==> config.mk <==
export PLATFORM = sky130hd
export DESIGN_NAME = ika9958_vram_sched
export DESIGN_NICKNAME = d
export VERILOG_FILES = /design/src/rtl/ika9958_vram_pkg.sv /design/src/rtl/ika9958_vram_rdport.sv /design/src/rtl/ika9958_vram_sched.sv
export SDC_FILE = /design/constraint.sdc
export NUM_CORES = 1
export LEC_CHECK = 0
export BUFFER_PORTS_ARGS = -buffer_cell sky130_fd_sc_hd__buf_2
export CAP_MARGIN = 25
export CORE_MARGIN = 4
export CORE_UTILIZATION = 50
export DETAILED_ROUTE_END_ITERATION = 8
export HOLD_SLACK_MARGIN = 0.1
export PLACE_DENSITY = 0.86
export REMOVE_ABC_BUFFERS = 1
export SLEW_MARGIN = 20
export SYNTH_ARGS = -nofsm -noshare
export SYNTH_HDL_FRONTEND = slang
export SYNTH_SLANG_ARGS = --single-unit
==> constraint.sdc <==
create_clock -name i_EMUCLK -period 3.1 [get_ports i_EMUCLK]
set_input_delay 0.31 -clock i_EMUCLK [delete_from_list [all_inputs] [get_ports i_EMUCLK]]
set_output_delay 0.31 -clock i_EMUCLK [all_outputs]
set_load 0.02 [all_outputs]
==> src/rtl/ika9958_vram_pkg.sv <==
// Shared types for the IKA9958 VRAM slot scheduler: slot kinds, scheduler
// states, requester identities and the saturating starvation increment.
package ika9958_vram_pkg;

  typedef enum logic [1:0] {
    DISP = 2'b00,
    RFSH = 2'b01,
    FREE = 2'b10,
    RSVD = 2'b11
  } slot_type_t;

  typedef enum logic [1:0] {
    IDLE  = 2'b00,
    ISSUE = 2'b01,
    WAIT  = 2'b10
  } sched_state_t;

  typedef enum logic {
    CPU = 1'b0,
    CMD = 1'b1
  } req_id_t;

  function automatic logic [3:0] sat_inc4(input logic [3:0] v, input logic [3:0] lim);
    return (v >= lim) ? lim : v + 4'd1;
  endfunction

endpackage

==> src/rtl/ika9958_vram_rdport.sv <==
// Per-requester read return: latches VRAM data on the capture cycle and
// pulses valid on the following cycle; data holds until the next capture.
module ika9958_vram_rdport #(
  parameter int DW = 8
) (
  input  logic          i_clk,
  input  logic          i_rst,
  input  logic          i_cap,
  input  logic [DW-1:0] i_data,
  output logic [DW-1:0] o_data,
  output logic          o_valid
);

  logic [DW-1:0] data_q;
  logic          valid_q;

  always_ff @(posedge i_clk or posedge i_rst) begin
    if (i_rst) begin
      data_q  <= '0;
      valid_q <= 1'b0;
    end else begin
      valid_q <= i_cap;
      if (i_cap) data_q <= i_data;
    end
  end

  assign o_data  = data_q;
  assign o_valid = valid_q;

endmodule

==> src/rtl/ika9958_vram_sched.sv <==
// VRAM slot scheduler: grants free slots to CPU or command engine (with
// starvation override), issues refresh cycles, and returns read data.
module ika9958_vram_sched
  import ika9958_vram_pkg::*;
#(
  parameter int AW     = 17,
  parameter int DW     = 8,
  parameter int STARVE = 4,
  parameter int RDLAT  = 2
) (
  input  logic          i_EMUCLK,
  input  logic          i_RST,
  input  logic          i_slot_stb,
  input  logic [1:0]    i_slot_type,
  input  logic          i_cpu_req,
  input  logic          i_cpu_we,
  input  logic [AW-1:0] i_cpu_addr,
  input  logic [DW-1:0] i_cpu_wdata,
  input  logic          i_cmd_req,
  input  logic          i_cmd_we,
  input  logic [AW-1:0] i_cmd_addr,
  input  logic [DW-1:0] i_cmd_wdata,
  output logic          o_cpu_ack,
  output logic          o_cmd_ack,
  output logic [DW-1:0] o_cpu_rdata,
  output logic [DW-1:0] o_cmd_rdata,
  output logic          o_cpu_rvalid,
  output logic          o_cmd_rvalid,
  output logic          o_mem_stb,
  output logic          o_mem_rfsh,
  output logic          o_mem_we,
  output logic [AW-1:0] o_mem_addr,
  output logic [DW-1:0] o_mem_wdata,
  input  logic [DW-1:0] i_mem_rdata,
  output logic          o_busy,
  output logic          o_ovr,
  output logic [1:0]    o_dbg_state
);

  // Requesters hold req/we/addr/wdata stable from request until the cycle
  // after their one-cycle ack; requests are only looked at on a slot strobe.

  sched_state_t  state_q;
  req_id_t       owner_q;
  logic [3:0]    starve_q;
  logic [2:0]    rd_cnt_q;
  logic          is_read_q;
  logic          mem_stb_q, mem_rfsh_q, mem_we_q;
  logic          cpu_ack_q, cmd_ack_q, ovr_q;
  logic [AW-1:0] addr_q;
  logic [DW-1:0] wdata_q;

  slot_type_t slot_type;
  logic       any_req, cmd_wins, last_wait, cap_cpu, cap_cmd;

  assign slot_type = slot_type_t'(i_slot_type);
  assign any_req   = i_cpu_req | i_cmd_req;
  // CPU has priority unless the command engine has been starved long enough.
  assign cmd_wins  = i_cmd_req & (~i_cpu_req | (starve_q == 4'(STARVE)));
  assign last_wait = (state_q == WAIT) && (rd_cnt_q == 3'd1);
  assign cap_cpu   = last_wait && is_read_q && (owner_q == CPU);
  assign cap_cmd   = last_wait && is_read_q && (owner_q == CMD);

  always_ff @(posedge i_EMUCLK or posedge i_RST) begin
    if (i_RST) begin
      state_q    <= IDLE;
      owner_q    <= CPU;
      starve_q   <= 4'd0;
      rd_cnt_q   <= 3'd0;
      is_read_q  <= 1'b0;
      mem_stb_q  <= 1'b0;
      mem_rfsh_q <= 1'b0;
      mem_we_q   <= 1'b0;
      cpu_ack_q  <= 1'b0;
      cmd_ack_q  <= 1'b0;
      ovr_q      <= 1'b0;
      addr_q     <= '0;
      wdata_q    <= '0;
    end else begin
      mem_stb_q  <= 1'b0;
      mem_rfsh_q <= 1'b0;
      cpu_ack_q  <= 1'b0;
      cmd_ack_q  <= 1'b0;
      if (i_slot_stb && (state_q != IDLE)) ovr_q <= 1'b1;
      case (state_q)
        IDLE: begin
          if (i_slot_stb && (slot_type == RFSH)) begin
            state_q    <= ISSUE;
            mem_stb_q  <= 1'b1;
            mem_rfsh_q <= 1'b1;
            mem_we_q   <= 1'b0;
            is_read_q  <= 1'b0;
          end else if (i_slot_stb && (slot_type == FREE) && any_req) begin
            state_q   <= ISSUE;
            mem_stb_q <= 1'b1;
            if (cmd_wins) begin
              owner_q   <= CMD;
              cmd_ack_q <= 1'b1;
              mem_we_q  <= i_cmd_we;
              is_read_q <= ~i_cmd_we;
              addr_q    <= i_cmd_addr;
              wdata_q   <= i_cmd_wdata;
              starve_q  <= 4'd0;
            end else begin
              owner_q   <= CPU;
              cpu_ack_q <= 1'b1;
              mem_we_q  <= i_cpu_we;
              is_read_q <= ~i_cpu_we;
              addr_q    <= i_cpu_addr;
              wdata_q   <= i_cpu_wdata;
              if (i_cmd_req) starve_q <= sat_inc4(starve_q, 4'(STARVE));
            end
          end
        end
        ISSUE: begin
          state_q  <= WAIT;
          rd_cnt_q <= 3'(RDLAT);
        end
        WAIT: begin
          rd_cnt_q <= rd_cnt_q - 3'd1;
          if (rd_cnt_q == 3'd1) state_q <= IDLE;
        end
        default: state_q <= IDLE;
      endcase
    end
  end

  ika9958_vram_rdport #(.DW(DW)) u_cpu_rd (
    .i_clk   (i_EMUCLK),
    .i_rst   (i_RST),
    .i_cap   (cap_cpu),
    .i_data  (i_mem_rdata),
    .o_data  (o_cpu_rdata),
    .o_valid (o_cpu_rvalid)
  );

  ika9958_vram_rdport #(.DW(DW)) u_cmd_rd (
    .i_clk   (i_EMUCLK),
    .i_rst   (i_RST),
    .i_cap   (cap_cmd),
    .i_data  (i_mem_rdata),
    .o_data  (o_cmd_rdata),
    .o_valid (o_cmd_rvalid)
  );

  assign o_cpu_ack   = cpu_ack_q;
  assign o_cmd_ack   = cmd_ack_q;
  assign o_mem_stb   = mem_stb_q;
  assign o_mem_rfsh  = mem_rfsh_q;
  assign o_mem_we    = mem_we_q;
  assign o_mem_addr  = addr_q;
  assign o_mem_wdata = wdata_q;
  assign o_busy      = (state_q != IDLE);
  assign o_ovr       = ovr_q;
  assign o_dbg_state = state_q;

endmodule

-- After elaboration in Yosys (flattened, before gate mapping)
Cells that the tools add are included.
- bits in registers: 60
- input port bits: 67
- output and inout port bits: 52
- word-level logic and storage cells: 82
- add/subtract/negate cells: 2
- $lt $le $gt $ge: 1
- equal/unequal tests: 8
- muxes and demuxes: 29
- bitwise logic cells: 8
- reductions and logical operators: 17
- operators by type and width (cell ; count):
    $mux 1 ; 19
    $mux 17 ; 1
    $mux 4 ; 3
    $logic_and 1x1->1 ; 8
    $mux 8 ; 1
    $reduce_bool 2->1 ; 4
    $mux 2 ; 3
    $pmux 2 s3 ; 1
    $pmux 3 s2 ; 1
    $not 1->1 ; 5
    $add 4x1->4 const B ; 1
    $eq 2x1->1 const B ; 2
    $eq 2x2->1 const B ; 2
    $eq 4x3->1 const B ; 1
    $ge 4x3->1 const B ; 1
    $reduce_and 2->1 ; 2
    $reduce_and 4->1 ; 1
    $eq 3x1->1 const B ; 1
    $ne 3x3->1 const B ; 1
    $reduce_and 3->1 ; 1
    $sub 3x1->3 const B ; 1
    $logic_not 2->1 ; 1
    $ne 2x1->1 const B ; 1
    $or 1x1->1 ; 2
    $and 1x1->1 ; 1

-- Logic depth before layout (Yosys ltp)
- word-level depth: 7
- depth in mapped cells: 8
- depth with buffers taken out: 6

-- By module
A second synthesis with hierarchy kept.
- cells, all modules: 232
- area total of the unflattened synthesis: 2748.9 sq um
- by module, submodules not included (module ; times used ; cells an instance ; area an instance (sq um) ; sequential area each (sq um)):
    ika9958_vram_sched ; 1 ; 194 ; 2028.2 ; 1051.0
    ika9958_vram_rdport ; 2 ; 19 ; 360.3 ; 225.2

-- Least setup slack after synthesis
OpenSTA, ideal clock, no wires.
- path type: register to register
- from: register state_q[0] (netlist: o_dbg_state[0])
- to: register u_cpu_rd.data_q[6] (netlist: u_cpu_rd.o_data[6])
- arrival: 1.605 ns
- data required time: 2.975 ns
- path slack: 1.370 ns
- cell stages (with the launch flop): 7
- buffers on the path: 0
- clock period less this slack: 1.730 ns
- path through: dfrtp_1 > inv_1 > ha_1 > and2b_1 > nand3_1 > nor2_4 > mux2_2
- word-level cells in the longest chain between the ends: 4
- RTL lines (what ; RTL line ; text):
    start: declaration ; ika9958_vram_sched.sv:43 ; sched_state_t state_q;
    start signal: assignment ; ika9958_vram_sched.sv:66 ; state_q <= IDLE;
    start signal: assignment ; ika9958_vram_sched.sv:88 ; state_q <= ISSUE;
    start signal: assignment ; ika9958_vram_sched.sv:94 ; state_q <= ISSUE;
    $eq 2x2->1 ; ika9958_vram_sched.sv:60 ; assign last_wait = (state_q == WAIT) && (rd_cnt_q == 3'd1);
    $logic_and 1x1->1 ; ika9958_vram_sched.sv:60 ;
    $logic_and 1x1->1 (2 in a row) ; ika9958_vram_sched.sv:61 ; assign cap_cpu = last_wait && is_read_q && (owner_q == CPU);
    via cap_cpu ; ika9958_vram_sched.sv:54 ; logic any_req, cmd_wins, last_wait, cap_cpu, cap_cmd;
    end signal: assignment ; ika9958_vram_rdport.sv:23 ; if (i_cap) data_q <= i_data;
    end: declaration ; ika9958_vram_rdport.sv:14 ; logic [DW-1:0] data_q;
The timed path passes the listed nets, and every way through them passes these cells.
A chain may end at the register's enable or synchronous reset.

-- Worst setup path in the final report
- from: register starve_q[0]
- to: register addr_q[4] (netlist: o_mem_addr[4])
- word-level cells in the longest chain between the ends: 4
- RTL lines (what ; RTL line ; text):
    start: declaration ; ika9958_vram_sched.sv:45 ; logic [3:0] starve_q;
    start signal: assignment ; ika9958_vram_sched.sv:111 ; if (i_cmd_req) starve_q <= sat_inc4(starve_q, 4'(STARVE));
    $eq 4x3->1 ; ika9958_vram_sched.sv:59 ; assign cmd_wins = i_cmd_req & (~i_cpu_req | (starve_q == 4'(STARVE)));
    $or 1x1->1 ; ika9958_vram_sched.sv:59 ;
    $and 1x1->1 ; ika9958_vram_sched.sv:59 ;
    $mux 17 ; ika9958_vram_sched.sv:96 ; if (cmd_wins) begin
    end signal: assignment ; ika9958_vram_sched.sv:101 ; addr_q <= i_cmd_addr;
    end signal: assignment ; ika9958_vram_sched.sv:109 ; addr_q <= i_cpu_addr;
    end: declaration ; ika9958_vram_sched.sv:50 ; logic [AW-1:0] addr_q;
Every way passes these cells.

==> results_dict.tcl <==
set metrics [dict create \
    clkPwrFrac_pct 20.6 \
    grt_max_degree 52 \
    die_h_microns 80.9 \
    grt-ovfl-total 0 \
    antenna_cells 0 \
    layout.nets 424 \
    cp.required_ns 3.28 \
    fin_crit_sh_pct 61.3 \
    max_freq_mhz 527 \
    ant_nets 0 \
    crit_fanout 28 \
    cts.repair.resized 0 \
    ys_async_sr_fraction_pct 100 \
    post_cts.repair.setup_buffers 0 \
    crit_type "reg -> reg" \
    crit_path_end_kind "flop" \
    drive_gt1_share_pct 43.1 \
    synth_top_cell_area_share_pct 56.4 \
    cp.arrival_ns 2.08 \
    slew_headroom_pct 47.3 \
    multiInputGateArea_sq_um 1060 \
    startpoint_type "flop" \
    cts_sinks 60 \
    path_clk_slew_ns 0.07 \
    share_comb_of_total_power_pct 38.0 \
    synth_seq_cells 60 \
    synth_cells 227 \
    period_needed_ns 1.90 \
    rows 26 \
    yosys_warnings 0 \
    grt_pass1_wl_mm 9.29 \
    yosysTopAreaCell "dfrtp_1" \
    die_x_microns 80.9 \
    min_path_type "in -> async" \
    p_total_w 0.00278 \
    synth_common_cells "60 x dfrtp_1, 30 x nor2_1, 27 x a21oi_1, 26 x mux2i_1, 15 x inv_1" \
    p_sw_w 0.00107 \
    swShare_pct 38.4 \
    h-tree-depth 3 \
    area_growth_pct 30.6 \
    drt-total-wl_mm 6.06 \
    vias_per_cell 4.94 \
    post-place-cells 409 \
    worstMarginPinSlew_ns 0.790 \
    synth_cell_types 32 \
    ir_drop_v 0.000393 \
    antenna_found_initial 0 \
    maxCapViolations 0 \
    wl_per_cell_microns 14.3 \
    clockBufferDepth 2 \
    grt_pass1_vias 2015 \
    clkLatencyLatePin_ns 0.33 \
    pwr-share-seq_pct 41.4 \
    synthTopCellsByArea "dfrtp_1 56%, mux2i_1 9.8%, a21oi_1 5.1%" \
    synth-edff-count 0 \
    postSynthAreaPerCell_sq_um 11.7 \
    yosysMostFrequentCell "dfrtp_1" \
    yosysSeqAreaShare_pct 56.4 \
    place.port_buffers 118 \
    cts_tree "done" \
    slew_viol_final 0 \
    root_buffer "clkbuf_8" \
    track_usage_pct 19.0 \
    gp_congestion 0.787 \
    dieArea_sq_um 6550 \
    setup_viol 0 \
    syn_area_sq_um 2660 \
    start_util_pct 51.8 \
    cts.hold.buffers_added 0 \
    status "complete, no violations" \
    dp_hpwl_mm 4.67 \
    seqCellArea_sq_um 1500 \
    boundaryPins 119 \
    ys.flop_type "dfrtp_1" \
    core_area_sq_um 5140 \
    fill_cells 407 \
    clock_skew_ns 0.00812 \
    instances_no_fill 423 \
    p_int_w 0.00171 \
    cts_buffers 9 \
    rsz0062_at_grt "false" \
    dr_total_vias 2088 \
    drcViolationCount 0 \
    powerDensity_nw_per_um2 800 \
    drtIter0Drc 46 \
    leakagePower_nw 1.82 \
    drt_first_pass_iters 4 \
    hold_violations 0 \
]
-- routing by layer --
| layer | vias up | share of wire (%) | track usage, % |
|---|---|---|---|
| li1 | 1028 | - | - |
| met1 | 975 | 38 | 21.7 |
| met2 | 72 | 53 | 33.7 |
| met3 | 13 | 6.7 | 3.77 |
| met4 | 0 | 2.5 | 9.29 |
| met5 | - | 0 | 0 |
-- power groups by stage --
stage / sequential, W / clock, W / combinational, W
5_1_grt: 0.00118 / 0.000622 / 0.00116
2_1_floorplan: 0.00141 / 0 / 0.000445
3_5_place_dp: 0.00116 / 0 / 0.00107
4_1_cts: 0.00115 / 0.000588 / 0.00107
6_report: 0.00115 / 0.000574 / 0.00106
3_3_place_gp: 0.00115 / 0 / 0.00103
-- final cells by class --
| class | count | area share, % |
|---|---|---|
| clock buffer | 11 | 4.07 |
| clock inverter | 3 | 0.432 |
| inverter | 15 | 1.62 |
| multi-input combinational | 143 | 30.5 |
| sequential | 60 | 43.2 |
| tap | 70 | 2.52 |
| timing repair buffer | 121 | 17.6 |
-- per-stage QoR --
step                hold slack (ns)  setup slack (ns)  util (%)  cell area (sq um)  setup TNS (ns)
floorplan                     0.409            -0.172         -               2600           -3.43
global placement              0.436              1.33      64.6               3320               0
detailed placement            0.447              1.25      64.6               3320               0
CTS                           0.140              1.21      67.6               3470               0
global route                  0.203              1.03      67.6               3470               0
finish                        0.123              1.20      67.6               3470               0
-- critical path: stages, from the launching register on --
cell	delay, ns
dfrtp_1	0.39
inv_1	0.10
ha_1	0.19
nand3b_4	0.10
a21oi_4	0.14
buf_4	0.42
mux2i_1	0.30
a21oi_1	0.10
-- path summary, 6_finish.rpt --
path / start / end / slack, ns / cells past startpoint
min reg2reg: o_ovr / o_ovr / 0.46 / 1
min in group i_EMUCLK: i_mem_rdata[7] / u_cpu_rd.o_data[7] / 0.22 / 2
max reg2reg: starve_q[0] / o_mem_addr[4] / 1.20 / 7
min: i_RST / u_cpu_rd.o_data[1] / 0.12 / 2
max in group asynchronous: i_RST / o_mem_wdata[7] / 2.18 / 3
max: starve_q[0] / o_mem_addr[4] / 1.20 / 7
-- cells in the final DEF, fill, tap and decap left out, types with 3 or more instances in the layout --
| cell type | count |
|---|---|
| clkinv_2 | 3 |
| mux2_2 | 10 |
| nand2b_1 | 3 |
| dfrtp_1 | 60 |
| ha_1 | 7 |
| buf_4 | 3 |
| a21oi_1 | 26 |
| clkbuf_8 | 10 |
| nand2_1 | 4 |
| o21ai_0 | 4 |
| mux2i_1 | 26 |
| nor2_1 | 30 |
| buf_2 | 118 |
| mux2_1 | 7 |
| nand3_1 | 4 |
| inv_1 | 14 |
-- sequential cells by signal, summed over array words and instances (netlist names) --
signal and count:
o_mem_wdata 8, o_mem_rfsh 1, o_dbg_state 2, starve_q 4, u_cmd_rd.o_data 8, o_mem_stb 1, u_cpu_rd.o_data 8, u_cmd_rd.o_valid 1
o_cmd_ack 1, is_read_q 1, rd_cnt_q 3, o_ovr 1, u_cpu_rd.o_valid 1, o_mem_addr 17, owner_q 1, o_cpu_ack 1
o_mem_we 1
-- kinds of logic (layout without fill, tap and decap cells) --
family	count (synthesis)	count (layout)	share of synthesized area [%]
mux	43	43	17.0
fa+ha+maj	7	7	3.29
flops	60	60	56.4
buf+inv	24	150	4.37
compound gates	44	44	9.64
simple gates	49	49	9.27
Note: power is estimated with default switching activity, not from simulation.
